## src/rtl/keypad_pkg.sv

```systemverilog
// keypad_pkg: shared types and constants for the keypad scanner.
//   state_t     scanner FSM states
//   KEY_*       key-index map boundaries (hex 0-15, operators 16-19, equals 20)
//   OP_*        operator codes carried on opcode
//   lowest_row  index of the lowest active-low row (0 when none is low)
//   key_index   col*NUM_ROWS + row
//   next_col    column rotation with wrap
`timescale 1ns/1ps
package keypad_pkg;

   typedef enum logic [1:0] {SCAN, DEBOUNCE, EMIT, HOLD} state_t;

   localparam int KEY_OP_BASE = 16;
   localparam int KEY_EQ      = 20;
   localparam int NUM_COLS    = 5;
   localparam int NUM_ROWS    = 5;

   localparam logic [1:0] OP_ADD = 2'd0;
   localparam logic [1:0] OP_SUB = 2'd1;
   localparam logic [1:0] OP_MUL = 2'd2;
   localparam logic [1:0] OP_AND = 2'd3;

   function automatic logic [2:0] lowest_row(input logic [NUM_ROWS-1:0] rows_n);
      logic [2:0] r;
      r = 3'd0;
      for (int i = NUM_ROWS-1; i >= 0; i--)
         if (!rows_n[i]) r = 3'(i);
      return r;
   endfunction

   function automatic logic [4:0] key_index(input logic [2:0] col, input logic [2:0] row);
      return 5'(col) * 5'(NUM_ROWS) + 5'(row);
   endfunction

   function automatic logic [2:0] next_col(input logic [2:0] col);
      return (col == 3'(NUM_COLS-1)) ? 3'd0 : col + 3'd1;
   endfunction

endpackage

```

## src/rtl/keypad_scanner_if.sv

```systemverilog
// keypad_scanner_if: keypad matrix lines plus the decoded event outputs.
//   row_n   keypad row sense (active-low, asynchronous)
//   col_n   column drive (active-low one-hot)
//   newhex/hexcode, newop/opcode, eq   single-cycle key events
// master = scanner side, slave = keypad/consumer side.
`timescale 1ns/1ps
interface keypad_scanner_if;
   logic [4:0] row_n;
   logic [4:0] col_n;
   logic       newhex;
   logic [3:0] hexcode;
   logic       newop;
   logic [1:0] opcode;
   logic       eq;

   modport master (input row_n, output col_n, newhex, hexcode, newop, opcode, eq);
   modport slave  (output row_n, input col_n, newhex, hexcode, newop, opcode, eq);
endinterface

```

## src/rtl/key_sync.sv

```systemverilog
// key_sync: 2-flop synchroniser for the asynchronous keypad rows.
//   clock  system clock
//   reset  async active-low; both stages reset to all-ones (no key pressed)
//   d      raw row_n
//   q      synchronised row_n
`timescale 1ns/1ps
module key_sync (
   input  logic       clock,
   input  logic       reset,
   input  logic [4:0] d,
   output logic [4:0] q
);

   logic [4:0] meta;

   always_ff @(posedge clock or negedge reset) begin
      if (!reset) begin
         meta <= '1;
         q    <= '1;
      end else begin
         meta <= d;
         q    <= meta;
      end
   end

endmodule

```

## src/rtl/keypad_scanner.sv

```systemverilog
// keypad_scanner: scans a 5x5 active-low matrix keypad, debounces press and
// release, and emits one event pulse per press (newhex, newop or eq).
//   clock  system clock, rising edge
//   reset  async active-low
//   kp     keypad_scanner_if.master: row_n in, col_n and events out
// Optional build macro KEYPAD_AUTOREPEAT_EN adds REPEAT_CYCLES: a hex key
// held in HOLD re-emits newhex every REPEAT_CYCLES cycles after EMIT.
`timescale 1ns/1ps
module keypad_scanner
   import keypad_pkg::*;
#(
   parameter int SCAN_DIV        = 1000,
   parameter int DEBOUNCE_CYCLES = 50000,
   parameter int CNT_W           = 16
`ifdef KEYPAD_AUTOREPEAT_EN
   , parameter int REPEAT_CYCLES = 25000000
`endif
) (
   input  logic             clock,
   input  logic             reset,
   keypad_scanner_if.master kp
);

   localparam logic [CNT_W-1:0] DWELL_LAST = CNT_W'(SCAN_DIV - 1);
   localparam logic [CNT_W-1:0] DEB_LAST   = CNT_W'(DEBOUNCE_CYCLES - 1);
   localparam logic [CNT_W-1:0] DEB_TERM   = CNT_W'(DEBOUNCE_CYCLES);

   state_t           state_q, state_d;
   logic [CNT_W-1:0] dwell_q, dwell_d;
   logic [CNT_W-1:0] deb_q, deb_d;
   logic [2:0]       col_q, col_d;
   logic [2:0]       lrow_q, lrow_d;
   logic [3:0]       hex_q, hex_d;
   logic [1:0]       op_q, op_d;

   logic [4:0] row_s;
   logic       any_low, latched_low, good_press;
   logic [4:0] key_idx;
   logic       is_hex, is_op, is_eq, emit_now;

   key_sync u_sync (.clock(clock), .reset(reset), .d(kp.row_n), .q(row_s));

   assign any_low     = ~&row_s;
   assign latched_low = ~row_s[lrow_q];
   // Still the same key: latched row low and nothing lower-indexed low.
   assign good_press  = any_low && (lowest_row(row_s) == lrow_q);
   assign key_idx     = key_index(col_q, lrow_q);
   assign is_hex      = key_idx < 5'(KEY_OP_BASE);
   assign is_op       = !is_hex && (key_idx < 5'(KEY_EQ));
   assign is_eq       = key_idx == 5'(KEY_EQ);

   always_comb begin
      state_d = state_q;
      dwell_d = dwell_q;
      deb_d   = deb_q;
      col_d   = col_q;
      lrow_d  = lrow_q;
      hex_d   = hex_q;
      op_d    = op_q;
      case (state_q)
         SCAN: begin
            if (dwell_q >= DWELL_LAST) begin
               dwell_d = '0;
               if (any_low) begin
                  lrow_d  = lowest_row(row_s);
                  deb_d   = '0;
                  state_d = DEBOUNCE;
               end else begin
                  col_d = next_col(col_q);
               end
            end else begin
               dwell_d = dwell_q + 1'b1;
            end
         end
         DEBOUNCE: begin
            if (good_press) begin
               if (deb_q >= DEB_LAST) begin
                  deb_d   = DEB_TERM;
                  state_d = EMIT;
                  // Codes are registered on entry so they are valid with the pulse.
                  // Operators 16..19 carry index-16 in their low two bits.
                  if (is_hex) hex_d = key_idx[3:0];
                  if (is_op)  op_d  = key_idx[1:0];
               end else begin
                  deb_d = deb_q + 1'b1;
               end
            end else begin
               state_d = SCAN;
               col_d   = next_col(col_q);
               dwell_d = '0;
            end
         end
         EMIT: begin
            deb_d   = '0;
            state_d = HOLD;
         end
         HOLD: begin
            if (latched_low) begin
               deb_d = '0;
            end else if (deb_q >= DEB_LAST) begin
               deb_d   = DEB_TERM;
               state_d = SCAN;
               col_d   = next_col(col_q);
               dwell_d = '0;
            end else begin
               deb_d = deb_q + 1'b1;
            end
         end
         default: state_d = SCAN;
      endcase
   end

   always_ff @(posedge clock or negedge reset) begin
      if (!reset) begin
         state_q <= SCAN;
         dwell_q <= '0;
         deb_q   <= '0;
         col_q   <= '0;
         lrow_q  <= '0;
         hex_q   <= '0;
         op_q    <= '0;
      end else begin
         state_q <= state_d;
         dwell_q <= dwell_d;
         deb_q   <= deb_d;
         col_q   <= col_d;
         lrow_q  <= lrow_d;
         hex_q   <= hex_d;
         op_q    <= op_d;
      end
   end

`ifdef KEYPAD_AUTOREPEAT_EN
   localparam int RPT_W = $clog2(REPEAT_CYCLES + 1);
   localparam logic [RPT_W-1:0] RPT_TERM = RPT_W'(REPEAT_CYCLES);

   logic [RPT_W-1:0] rpt_q, rpt_d;
   logic             rpt_fire;

   // rpt_q equals cycles elapsed since EMIT (or since the last repeat).
   assign rpt_fire = (state_q == HOLD) && is_hex && latched_low && (rpt_q == RPT_TERM);

   always_comb begin
      rpt_d = '0;
      if (state_q == EMIT) begin
         rpt_d = RPT_W'(1);
      end else if (state_q == HOLD && latched_low) begin
         if (rpt_fire)              rpt_d = RPT_W'(1);
         else if (rpt_q < RPT_TERM) rpt_d = rpt_q + 1'b1;
         else                       rpt_d = rpt_q;
      end
   end

   always_ff @(posedge clock or negedge reset) begin
      if (!reset) rpt_q <= '0;
      else        rpt_q <= rpt_d;
   end

   assign emit_now = (state_q == EMIT) || rpt_fire;
`else
   assign emit_now = (state_q == EMIT);
`endif

   assign kp.col_n   = ~(5'd1 << col_q);
   assign kp.newhex  = emit_now && is_hex;
   assign kp.newop   = emit_now && is_op;
   assign kp.eq      = emit_now && is_eq;
   assign kp.hexcode = hex_q;
   assign kp.opcode  = op_q;

endmodule
```

## src/flat_wrapper.sv

```systemverilog
// flat-port wrapper written by rule: the top's interface ports become plain ports
module keypad_scanner_flat import keypad_pkg::*;
#(
   parameter int SCAN_DIV        = 1000,
   parameter int DEBOUNCE_CYCLES = 50000,
   parameter int CNT_W           = 16

)
  (clock, reset, kp_row_n, kp_col_n, kp_newhex, kp_hexcode, kp_newop, kp_opcode, kp_eq);
  keypad_scanner_if kp_i ();
  input  logic clock;
  input  logic reset;
  input wire logic [$bits(kp_i.row_n)-1:0] kp_row_n;
  output wire logic [$bits(kp_i.col_n)-1:0] kp_col_n;
  output wire logic [$bits(kp_i.newhex)-1:0] kp_newhex;
  output wire logic [$bits(kp_i.hexcode)-1:0] kp_hexcode;
  output wire logic [$bits(kp_i.newop)-1:0] kp_newop;
  output wire logic [$bits(kp_i.opcode)-1:0] kp_opcode;
  output wire logic [$bits(kp_i.eq)-1:0] kp_eq;
  assign kp_i.row_n = kp_row_n;
  assign kp_col_n = kp_i.col_n;
  assign kp_newhex = kp_i.newhex;
  assign kp_hexcode = kp_i.hexcode;
  assign kp_newop = kp_i.newop;
  assign kp_opcode = kp_i.opcode;
  assign kp_eq = kp_i.eq;
  keypad_scanner #(.SCAN_DIV(SCAN_DIV), .DEBOUNCE_CYCLES(DEBOUNCE_CYCLES), .CNT_W(CNT_W)) u_core (.clock(clock), .reset(reset), .kp(kp_i));
endmodule
```

## config.mk

```make
export PLATFORM = sky130hd
export DESIGN_NAME = keypad_scanner_flat
export DESIGN_NICKNAME = d
export VERILOG_FILES = /design/src/rtl/keypad_pkg.sv /design/src/rtl/keypad_scanner_if.sv /design/src/rtl/key_sync.sv /design/src/rtl/keypad_scanner.sv /design/src/flat_wrapper.sv
export SDC_FILE = /design/constraint.sdc
export NUM_CORES = 1
export LEC_CHECK = 0
export CAP_MARGIN = 25
export CORE_AREA = 2 2 84 86
export CTS_CLUSTER_DIAMETER = 80
export DETAILED_ROUTE_END_ITERATION = 16
export DIE_AREA = 0 0 86 88
export PLACE_DENSITY = 0.77
export REMOVE_ABC_BUFFERS = 1
export SYNTH_ARGS = -nofsm -noshare
export SYNTH_HDL_FRONTEND = slang
export SYNTH_SLANG_ARGS = --single-unit
```

## constraint.sdc

```tcl
create_clock -name clock -period 5.85 [get_ports clock]
set_input_delay 1.17 -clock clock [delete_from_list [all_inputs] [get_ports clock]]
set_output_delay 1.17 -clock clock [all_outputs]
set_load 0.005 [all_outputs]
```

Yosys cells after proc, flatten, opt, wreduce, memory -nomap -nowiden --
Cells that the tools add are included.
Cells by class: $mul 1, reductions and logical operators 17, add/subtract/negate cells 4, equality and inequality tests 14, muxes and demuxes 32, order comparisons 5, shifts and indexed selects 1, bitwise operators 2
Operators by type and width (count):
- 2-to-1 mux 16 bit | 9
- case mux 16 bit (4 select lines) | 1
- case mux 16 bit (3 select lines) | 1
- 2-to-1 mux 3 bit | 11
- adder 16 x 1 -> 16 bit (second input constant) | 2
- greater-or-equal comparator 16 x 10 -> 1 bit (second input constant) | 1
- greater-or-equal comparator 16 bit (second input constant) | 1
- 2-to-1 mux 2 bit | 6
- AND reduction 4 bit | 3
- < comparator 5 bit (second input constant) | 2
- inequality test 2 x 1 -> 1 bit (second input constant) | 5
- AND reduction 5 bit | 2
- case mux 3 bit (3 select lines) | 1
- case mux 2 bit (4 select lines) | 1
- AND reduction 3 bit | 2
- AND reduction 6 bit | 1
- adder 5 x 3 -> 5 bit | 1
- equality test 5 bit (second input constant) | 1
- logical AND 1 bit | 5
- multiplier 3 x 3 -> 5 bit (second input constant) | 1
- NOT 5 bit | 1
- left shift 1 x 3 -> 5 bit (first input constant) | 1
- equality test 2 bit (second input constant) | 2
- < comparator 3 x 4 -> 1 bit (second input constant) | 1
- 12 further kinds | 14
Word-level totals: word-level logic and storage cells 85, output and inout port bits 14, input port bits 7, register bits after elaboration 56

Depth between registers and ports, before layout --
Gate-level depths: netlist of run 1.
word-level depth 9, depth in mapped cells 9, mapped depth without buffers 9

Cells and area by module --
A second synthesis of run 1 with hierarchy kept.
Unflattened totals: cell total of the unflattened synthesis 314, area total of the unflattened synthesis 3165.5 um^2
By module, submodules not included:
- keypad_scanner | cells an instance 304, instances 1, area an instance 2902.8 um^2, seq. area each 1151.1 um^2
- key_sync | cells an instance 10, instances 1, area an instance 262.8 um^2, seq. area each 262.8 um^2

Worst setup path after synthesis of run 1 --
Ideal clock, no wire load.
path type reg-to-output, start point register u_core.col_q[0], end point output kp_newop, cell stages (with the launch flop) 9, path buffers 0, arrival time 2.112 ns, setup slack 2.568 ns, required time 4.680 ns, cell sequence dfrtp_1 ha_1 ha_1 ha_1 a21o_1 a21oi_1 xnor2_2 nand3_1 nor2_1
On the way: longest elaborated chain between the ends 6, elaborated cells between the ends (all ways) 7, those cells by class 1 x add/sub; 1 x mul; 2 x order compare; 3 x reduce/logical
RTL lines:
- start: declaration | RTL line keypad_scanner.sv:31 | logic [2:0] col_q, col_d;
- start signal: assignment | RTL line keypad_scanner.sv:126 | col_q <= col_d;
- multiplier 3 x 3 -> 5 bit * | RTL line keypad_pkg.sv:32 | return 5'(col) * 5'(NUM_ROWS) + 5'(row);
- adder 5 x 3 -> 5 bit * | RTL line keypad_pkg.sv:32
- < comparator 5 bit | RTL line keypad_scanner.sv:48 | assign is_hex = key_idx < 5'(KEY_OP_BASE);
- logical NOT 1 bit | RTL line keypad_scanner.sv:49 | assign is_op = !is_hex && (key_idx < 5'(KEY_EQ));
- logical AND 1 bit * | RTL line keypad_scanner.sv:49
- logical AND 1 bit * | RTL line keypad_scanner.sv:166 | assign kp.newop = emit_now && is_op;
- end: declaration | RTL line flat_wrapper.sv:17 | output wire logic [$bits(kp_i.newop)-1:0] kp_newop;
Mark *: on every way between the ends. The rest lies on a longest branch, timed or not.

Final worst setup path of run 1 --
Same ends and word-level chain as after synthesis.

==> results of run 1 <==
[cells in the mapped netlist (all sizes together) (8+ instances only)]
| cell type | instances | area, um2 |
|---|---|---|
| dfrtp | 46 | 1151 |
| nand2 | 28 | 110.1 |
| a31oi | 27 | 168.9 |
| nand3 | 18 | 90.09 |
| a21oi | 16 | 80.08 |
| ha | 15 | 187.7 |
| nor2 | 14 | 52.55 |
| inv | 13 | 48.80 |
| buf | 12 | 72.56 |
| and3 | 11 | 68.82 |
| o21ai | 11 | 62.56 |
| dfstp | 10 | 262.8 |
| or3 | 10 | 62.56 |
| nor3 | 9 | 67.56 |
| a211oi | 8 | 65.06 |
[path summary, 6_finish.rpt]
| check | to | startpoint | depth (start not counted) |
|---|---|---|---|
| setup / recovery | kp_newop | u_core.col_q[0] | 9 |
| hold / removal | u_core.u_sync.q[3] | u_core.u_sync.meta[3] | 0 |
| setup reg to reg | u_core.kp.opcode[0] | u_core.col_q[0] | 9 |
| hold reg to reg | u_core.u_sync.q[3] | u_core.u_sync.meta[3] | 0 |
| max in group asynchronous | u_core.dwell_q[10] | reset | 2 |
| min in group asynchronous | u_core.deb_q[14] | reset | 2 |
[worst register-to-register path, stage by stage, from the launching register on]
cell     delay [ps]
dfrtp_1         470
ha_1            330
ha_1            300
ha_1            300
a21o_1          180
a21oi_1         250
xnor2_2         200
nand3_1         140
or4_4           550
mux2_4          310
[area by class of cell]
class,instances,area (um2),share of cell area
Multi-Input combinational cell,237,1673,0.4683
Sequential cell,56,1414,0.3958
Timing Repair Buffer,22,210.2,0.05884
Tap cell,80,100.1,0.02802
Clock buffer,7,96.34,0.02697
Inverter,13,48.80,0.01366
Clock inverter,1,30.03,0.008406
[through the flow]
step,setup slack (ps),power [mW]
after global placement,2029,0.4217
final,1600,0.6903
after floorplan,2568,0.4087
after CTS,1587,0.6994
after global routing,1432,0.7142
after detailed placement,1959,0.4224
[flip-flops by register name, indices dropped and copies added, names as in the netlist, named ones only]
register	cells
u_core.deb_q	16
u_core.state_q	1
u_core.kp.opcode	2
u_core.dwell_q	16
u_core.u_sync.meta	5
u_core.u_sync.q	5
u_core.kp.hexcode	4
u_core.lrow_q	3
u_core.col_q	3
[report_power, final]
part           switching [mW]  internal [mW]
logic                  0.0114        0.00669
registers             0.00291          0.393
clock network           0.125          0.151
[metal layers]
| layer | up-vias | track usage |
|---|---|---|
| met5 | - | 0 |
| met1 | 1200 | 0.2482 |
| met3 | 8 | 0.03016 |
| met2 | 80 | 0.2918 |
| met4 | 0 | 0.06782 |
| li1 | 1230 | - |
[logic make-up after synthesis]
logic type                 count (synthesis)  synth area share
buffers and inverters                     30           0.04343
muxes                                     13           0.05002
DFF                                       56            0.4382
AOI/OAI and AO/OA                         90            0.1919
adders and majority gates                 16           0.06437
and+or+nand+nor                          115            0.2016
xor gates and xnor gates                   3           0.01047
==> summary.txt, run 1 <==
Utilization after layout: 0.5377
Clock root cell: clkbuf_8
Inserted Diodes: 0
Layout fillers: 604
Placement Cell Area: 3446 um2
Hold WC Path Type: flip-flop to flip-flop
Peak Freq: 235.3 MHz
WP buf/inv: 1
Largest net degree at the start of global routing: 57
Critical Path Start Type: flip-flop
Final std cells w/o fill: 416
Via Count: 2518
Cell Rows: 30
Hold-fix buffers, CTS: 0
Post-Route WL: 6412 um
Worst VDD drop: 0.00008993 V
Final cycle utilization of the critical path: 0.7265
Sum Neg Setup Slack: 0 ps
Inserted Clock Buffers: 5
CTS tree: built
CP Class: flip-flop to output pin
Post-DP HPWL: 4312 um
CTS sink count: 56
Global-route wire length before repair: 10950 um
Vias/cell: 6.053
Slowest stage cell, crit path: clkdlybuf4s50_1
Distinct cells, synth: 60
Finished Cell Area: 3572 um2
Drt drc: 0
Worst-Margin Slew: 791.3 ps
Initial antenna violation count: 0
Clk buf depth: 2
Worst skew pair latency: 320 ps
Clock Skew: 7.987 ps
Avg Cell Area, Syn: 9.990 um2
Max Transition Viols Final: 0
Post-synth EDFFs: 0
CTS resizes: 0
Worst endpoint required time: 4680 ps
Port bufs: 20
Metal3 WL: 353 um
Placeable Area: 6644 um2
CP arrival: 3080 ps
CP max stage delay: 500 ps
WL met2: 2936 um
ANT nets after route: 0
Endpoints failing setup: 0
Commonest non-fill, non-tap cell in the layout: dfrtp_1
Tmin final: 4250 ps
Flops & latches, synth: 56
Final hold vios: 0
Dominant register cell in the synthesized netlist: dfrtp_1
Drt first-iter violations: 266
Ys async rst share: 1.000
Die Ht: 88 um
Cell Area, Synth: 3227 um2
Max-Cap Viols: 0
Flop2flop setup slack: 2720 ps
Post-CTS Setup Repair Bufs: 0
Synth-to-Final Area Change: 10.70%
Sequential area share after synthesis: 0.4382
Slew Limit Headroom: 0.4705
Ys Warns: 0
Post-layout nets: 358
Overflow after GRT: 0
Worst-path fanout max: 7
IO Count: 21
Number of global-route vias before repair: 2330
RSZ-0062 raised after global routing: no
Die width: 86 um
All-Layer GR Usage: 0.1814
CTS H-tree depth: 2
Gp weighted congestion: 0.9133
Cell family with most CP delay: adder cells
Wire length per cell: 15.41 um
Top routing layer in use: met4
Die area: 7568 um2
Final hold slack: 359.5 ps
Initial core utilization: 0.4857
Leakage: 1.529 nW
Crit-path cells: ha_1 -> ha_1 -> ha_1 -> a21o_1 -> a21oi_1 -> xnor2_2 -> nand3_1 -> nor2_1 -> clkdlybuf4s50_1
Placed Instances: 408
Layout cells sized above 1: 0.1280
Nature of the critical path endpoint: output pin
Most frequent cells in the layout: dfrtp_1, a31oi_1, nand2_1
Crit-path most repeated cell: ha_1
PD cells: 193.3 nW/um2
Met1 WL: 3009 um
DRT Pass-1 Iters: 5
Clock slew at reported path FFs: 100 ps
Post-Syn Instances: 323
Status: complete, no violations
Note: power is estimated with default switching activity, not from simulation.
==> run 2: changes to the inputs <==
- PLACE_DENSITY: 0.77 -> 0.79
- clock period: 5.85 -> 3.85 ns (I/O delays scaled with it)
==> run 2 against run 1 <==
Net effect:
- largest cell class unchanged
- largest power group unchanged
- flip-flop and latch count did not move
- combinational power grew 54%
- die area did not move
- worst hold slack hardly changed
==> summary.txt, run 2 (synthesis gave the netlist of run 1 again) <==
IO Count: 21 (unchanged)
Slowest stage cell, crit path: fa_1
Clk buf depth: 2 (unchanged)
WP buf/inv: 2 (+1)
Inserted Diodes: 0 (unchanged)
Worst-path fanout max: 4 (-3)
Port bufs: 20 (unchanged)
CTS H-tree depth: 2 (unchanged)
Cell Rows: 30 (unchanged)
Endpoints failing setup: 0 (unchanged)
Post-DP HPWL: 4650 um (+7.8%)
Die area: 7568 um2 (unchanged)
Max-Cap Viols: 0 (unchanged)
Met1 WL: 3172 um (+5.4%)
Vias/cell: 6.038 (-0.25%)
Status: complete, no violations
Drt first-iter violations: 228 (-14%)
Drt drc: 0 (unchanged)
Overflow after GRT: 0 (unchanged)
Largest net degree at the start of global routing: 34 (-40%)
CP Class: flip-flop to output pin
Clock root cell: clkbuf_8
Largest regs: u_core.deb_q: 16 flops, u_core.dwell_q: 16 flops
Metal3 WL: 215 um (-39%)
Max Transition Viols Final: 0 (unchanged)
Tmin final: 3769 ps
Post-Route WL: 6652 um (+3.7%)
Peak Freq: 265.3 MHz
Worst-Margin Slew: 784.1 ps (-7.209 ps)
Nature of the critical path endpoint: output pin
WL met2: 3131 um (+6.6%)
Placed Instances: 408 (unchanged)
Initial antenna violation count: 0 (unchanged)
Final hold vios: 0 (unchanged)
PD cells: 268.2 nW/um2 (+39%)
Critical Path Start Type: flip-flop
Leakage: 1.539 nW (+0.68%)
Global-route wire length before repair: 11160 um (+1.9%)
Worst VDD drop: 0.0001611 V (+79%)
Gp weighted congestion: 0.8864 (-2.9%)
Worst endpoint required time: 3080 ps (-1600 ps)
Worst skew pair latency: 310 ps (about the same)
Hold WC Path Type: flip-flop to flip-flop
Layout cells sized above 1: 0.1496 (+0.02158)
Die width: 86 um (unchanged)
ANT nets after route: 0 (unchanged)
Crit-path cells: ha_1 -> ha_1 -> inv_1 -> fa_1 -> nor4_1 -> and3_1 -> clkdlybuf4s50_1
Top routing layer in use: met4
Slew Limit Headroom: 0.4753 (+0.004823)
Cell family with most CP delay: adder cells
Die Ht: 88 um (unchanged)
CP max stage delay: 530 ps (+30 ps)
Clock Skew: 12.01 ps (+4.026 ps)
Commonest non-fill, non-tap cell in the layout: dfrtp_1
Synth-to-Final Area Change: 11.17%
Most frequent cells in the layout: dfrtp_1, a31oi_1, nand2_1
Final hold slack: 359.3 ps (-0.1880 ps)
DRT Pass-1 Iters: 4 (-1)
All-Layer GR Usage: 0.1849 (+0.003486)
Placeable Area: 6644 um2 (unchanged)
Initial core utilization: 0.4857 (unchanged)
Via Count: 2542 (+0.95%)
Final std cells w/o fill: 421 (+1.2%)
CTS tree: built
Wire length per cell: 15.80 um (+2.5%)
CP arrival: 3000 ps (-80 ps)
Clock slew at reported path FFs: 100 ps (about the same)
Final cycle utilization of the critical path: 0.9791
CTS sink count: 56 (unchanged)
Crit-path most repeated cell: ha_1
Post-layout nets: 363 (+1.4%)
Inserted Clock Buffers: 5 (unchanged)
Number of global-route vias before repair: 2394 (+2.7%)
==> run 2: cell types whose count changed in the layout (fill, tap and decap cells not counted) <==
cell	previous run	this run
bufinv_16	1	0
inv_4	0	1
a21oi_1	16	15
buf_4	2	7
clkbuf_8	7	6
clkbuf_1	0	1
dfrtp_2	0	2
dfrtp_1	46	44
nand3_2	0	1
nand3_1	18	17
a21oi_2	0	1
==> run 2: per-stage QoR <==
stage / cell area, um2 / setup TNS [ps] / worst slack [ps] / total power [mW] / utilization
floorplan: 3136 / 0 / 894.8 / 0.6211 / -
global placement: 3446 / 0 / 430.2 / 0.6410 / 0.5186
detailed placement: 3446 / 0 / 304.0 / 0.6425 / 0.5186
CTS: 3542 / 0 / 21.73 / 0.9733 / 0.5331
global route: 3587 / -11.30 / -11.30 / 1.001 / 0.5399
finish: 3587 / 0 / 80.65 / 0.9622 / 0.5399
==> run 2: report_power, final <==
part	internal [mW]	leakage [nW]	switching [mW]
combinational	0.0101	0.760	0.0177
clock	0.147	0.0488	0.185
sequential	0.597	0.730	0.00481
==> run 2: timing repair <==
item	in CTS	in global routing
hold endpoints to repair	0	0
buffers inserted	0	5
pin swaps	0	1
hold buffers	0	0
resized for setup	1	3
setup endpoints to repair	1	2
==> run 2: worst paths after layout <==
check / start / to / slack (ps) / cells after the start
max: u_core.col_q[0] / kp_eq / 80 / 7
min: u_core.u_sync.meta[4] / u_core.u_sync.q[4] / 360 / 0
max reg2reg: u_core.col_q[0] / u_core.kp.opcode[1] / 810 / 9
min reg2reg: u_core.u_sync.meta[4] / u_core.u_sync.q[4] / 360 / 0
max in group asynchronous: reset / u_core.u_sync.q[3] / 2570 / 2
min in group asynchronous: reset / u_core.deb_q[10] / 440 / 1
==> run 2: cell type report <==
type,count,area (um2)
fill,580,3057
inverter,13,48.80
tap,80,100.1
multi-input combinational,237,1682
clock inverter,1,6.256
sequential,56,1416
timing repair buffer,27,247.7
clock buffer,7,86.33
==> run 2: layer usage <==
| metal | global-route usage | up-vias |
|---|---|---|
| met5 | 0 | - |
| met1 | 0.2521 | 1233 |
| li1 | - | 1236 |
| met2 | 0.2953 | 60 |
| met4 | 0.07215 | 0 |
| met3 | 0.03299 | 13 |
==> run 3: changes to the inputs <==
- PLACE_DENSITY: 0.79 -> 0.77
- clock period: 3.85 -> 3.55 ns (I/O delays scaled with it)
==> run 3 against run 2 <==
Net effect:
- via count grew 1.7%
- power is 8.2% higher
- core utilization up 0.58 points
- register-to-register slack lost 700 ps
- setup slack improved by 14 ps
- highest routed layer unchanged
==> summary.txt, run 3 (synthesis gave the netlist of run 1 again) <==
Met1 Use GR: 0.2533 (+0.001177)
Post-DP HPWL: 4546 um (-2.2%)
CTS sink count: 56 (unchanged)
Largest regs: u_core.deb_q: 16 flops, u_core.dwell_q: 16 flops
Vias/cell: 6.099 (+1.0%)
Hold-fix buffers, CTS: 0 (unchanged)
Clk buf depth: 2 (unchanged)
Placeable Area: 6644 um2 (unchanged)
Utilization after layout: 0.5458 (+0.005838)
Drt drc: 0 (unchanged)
Clock slew at reported path FFs: 90 ps (about the same)
Worst endpoint required time: 2840 ps (-240 ps)
Status: complete, no violations
Max Transition Viols Final: 0 (unchanged)
Crit-path cells: ha_1 -> ha_4 -> inv_1 -> fa_1 -> nor4_1 -> and3_1 -> clkdlybuf4s50_1
CP max stage delay: 510 ps (-20 ps)
Gp weighted congestion: 0.8840 (-0.27%)
Initial antenna violation count: 0 (unchanged)
DRT Pass-1 Iters: 7 (+3)
Synth-to-Final Area Change: 12.37%
GRT busiest layer: met2
Layout fillers: 594 (+2.4%)
Leakage: 1.584 nW (+2.9%)
Nature of the critical path endpoint: output pin
Overflow after GRT: 0 (unchanged)
Clock Skew: 9.765 ps (-2.247 ps)
Port bufs: 20 (unchanged)
Worst VDD drop: 0.0001634 V (+1.4%)
Grt met3 use: 0.03393 (+0.0009425)
Hold WC Path Type: flip-flop to flip-flop
Cell Rows: 30 (unchanged)
Endpoints failing setup: 0 (unchanged)
ANT nets after route: 0 (unchanged)
Die Ht: 88 um (unchanged)
CTS tree: built
Placement-stage worst setup slack: 224.0 ps (-80.02 ps)
Most frequent cells in the layout: dfrtp_1, a31oi_1, nand2_1
Worst-Margin Slew: 835.9 ps (+51.77 ps)
Peak Freq: 289.4 MHz
Worst-path fanout max: 3 (-1)
IO Count: 21 (unchanged)
Wire length per cell: 15.53 um (-1.7%)
Post-layout nets: 366 (+0.83%)
Tmin final: 3456 ps
Worst Setup SP: u_core.col_q[0]
Inserted Diodes: 0 (unchanged)
Clock root cell: clkbuf_8
Global-route wire length before repair: 11250 um (+0.81%)
Worst skew pair latency: 310 ps (about the same)
CP arrival: 2750 ps (-250 ps)
Die width: 86 um (unchanged)
Critical Path Start Type: flip-flop
CP Class: flip-flop to output pin
Initial core utilization: 0.4857 (unchanged)
Via Count: 2586 (+1.7%)
Largest net degree at the start of global routing: 35 (+2.9%)
CTS H-tree depth: 2 (unchanged)
Commonest non-fill, non-tap cell in the layout: dfrtp_1
All-Layer GR Usage: 0.1849 (about the same)
Final cycle utilization of the critical path: 0.9735
Max-Cap Viols: 0 (unchanged)
Slew Limit Headroom: 0.4407 (-0.03464)
Post-Route WL: 6585 um (-1.0%)
Grt met2 use: 0.3037 (+0.008457)
Slowest stage cell, crit path: fa_1
Die area: 7568 um2 (unchanged)
Drt first-iter violations: 345 (+51%)
PD cells: 287.0 nW/um2 (+7.0%)
Final worst setup slack: 94.21 ps (+13.55 ps)
Final hold vios: 0 (unchanged)
Hold path start: u_core.u_sync.meta[3]
Number of global-route vias before repair: 2403 (+0.38%)
Inserted Clock Buffers: 5 (unchanged)
Layout cells sized above 1: 0.1541 (+0.004510)
Worst reg2reg startpoint: u_core.col_q[0]
## run 3: cell count changes in the layout (fill, tap and decap cells not counted), sizes merged
| cell | change |
|---|---|
| buf | +3 |
| inv | -1 |
| clkbuf | +1 |
| clkdlybuf4s50 | -2 |
| dlymetal6s2s | +2 |
## run 3: power breakdown
group / switching, mW / leakage (nW) / internal [mW]
Clock: 0.198 / 0.0455 / 0.160
Sequential: 0.00509 / 0.732 / 0.648
Combinational: 0.0192 / 0.806 / 0.0110
Total: 0.222 / 1.58 / 0.819
## run 3: metal layers
| metal | share of wire | vias up |
|---|---|---|
| met2 | 0.49 | 85 |
| met4 | 0.0043 | 0 |
| met3 | 0.052 | 2 |
| met1 | 0.46 | 1258 |
| met5 | 0 | - |
| li1 | - | 1241 |
## run 3: cell type report
type	count	area [um2]	area share
multi-input cells	237	1697	0.4679
well taps	80	100.1	0.02761
inverters	13	48.80	0.01346
clock buffers	8	90.09	0.02484
repair buffers	30	275.3	0.07591
flip-flops and latches	56	1415	0.3903
## run 3: per-stage QoR
stage	total power, mW	hold WS (ps)	TNS (ps)	area (um2)	std cells
final	1.041	353.7	0	3626	424
after global routing	1.088	359.3	-35.66	3626	424
after global placement	0.6950	346.0	0	3461	410
after floorplan	0.6736	345.2	0	3136	306
after CTS	1.054	359.0	0	3601	424
after detailed placement	0.6964	346.8	0	3461	410
## run 3: worst max-delay path, delay by kind of cell, from the launching register on
family	cells	cell delay, ps
adder cells (fa/ha/maj)	3	1140
buffers and inverters	2	550
flip-flops	1	390
AND/OR/NAND/NOR	2	370
## run 3: final timing paths
kind	endpoint	slack, ps	cells past startpoint
setup / recovery	kp_eq	90	7
min in group asynchronous	u_core.deb_q[7]	360	1
hold / removal	u_core.u_sync.q[3]	350	0
setup reg to reg	u_core.kp.opcode[1]	110	13
hold reg to reg	u_core.u_sync.q[3]	350	0
max in group asynchronous	u_core.u_sync.meta[0]	2340	2
## run 3: what timing repair did
item / CTS / global route
gates resized for setup: 2 / 4
buffers inserted: 6 / 0
setup endpoints to repair: 2 / 5
pin swaps: 3 / 3
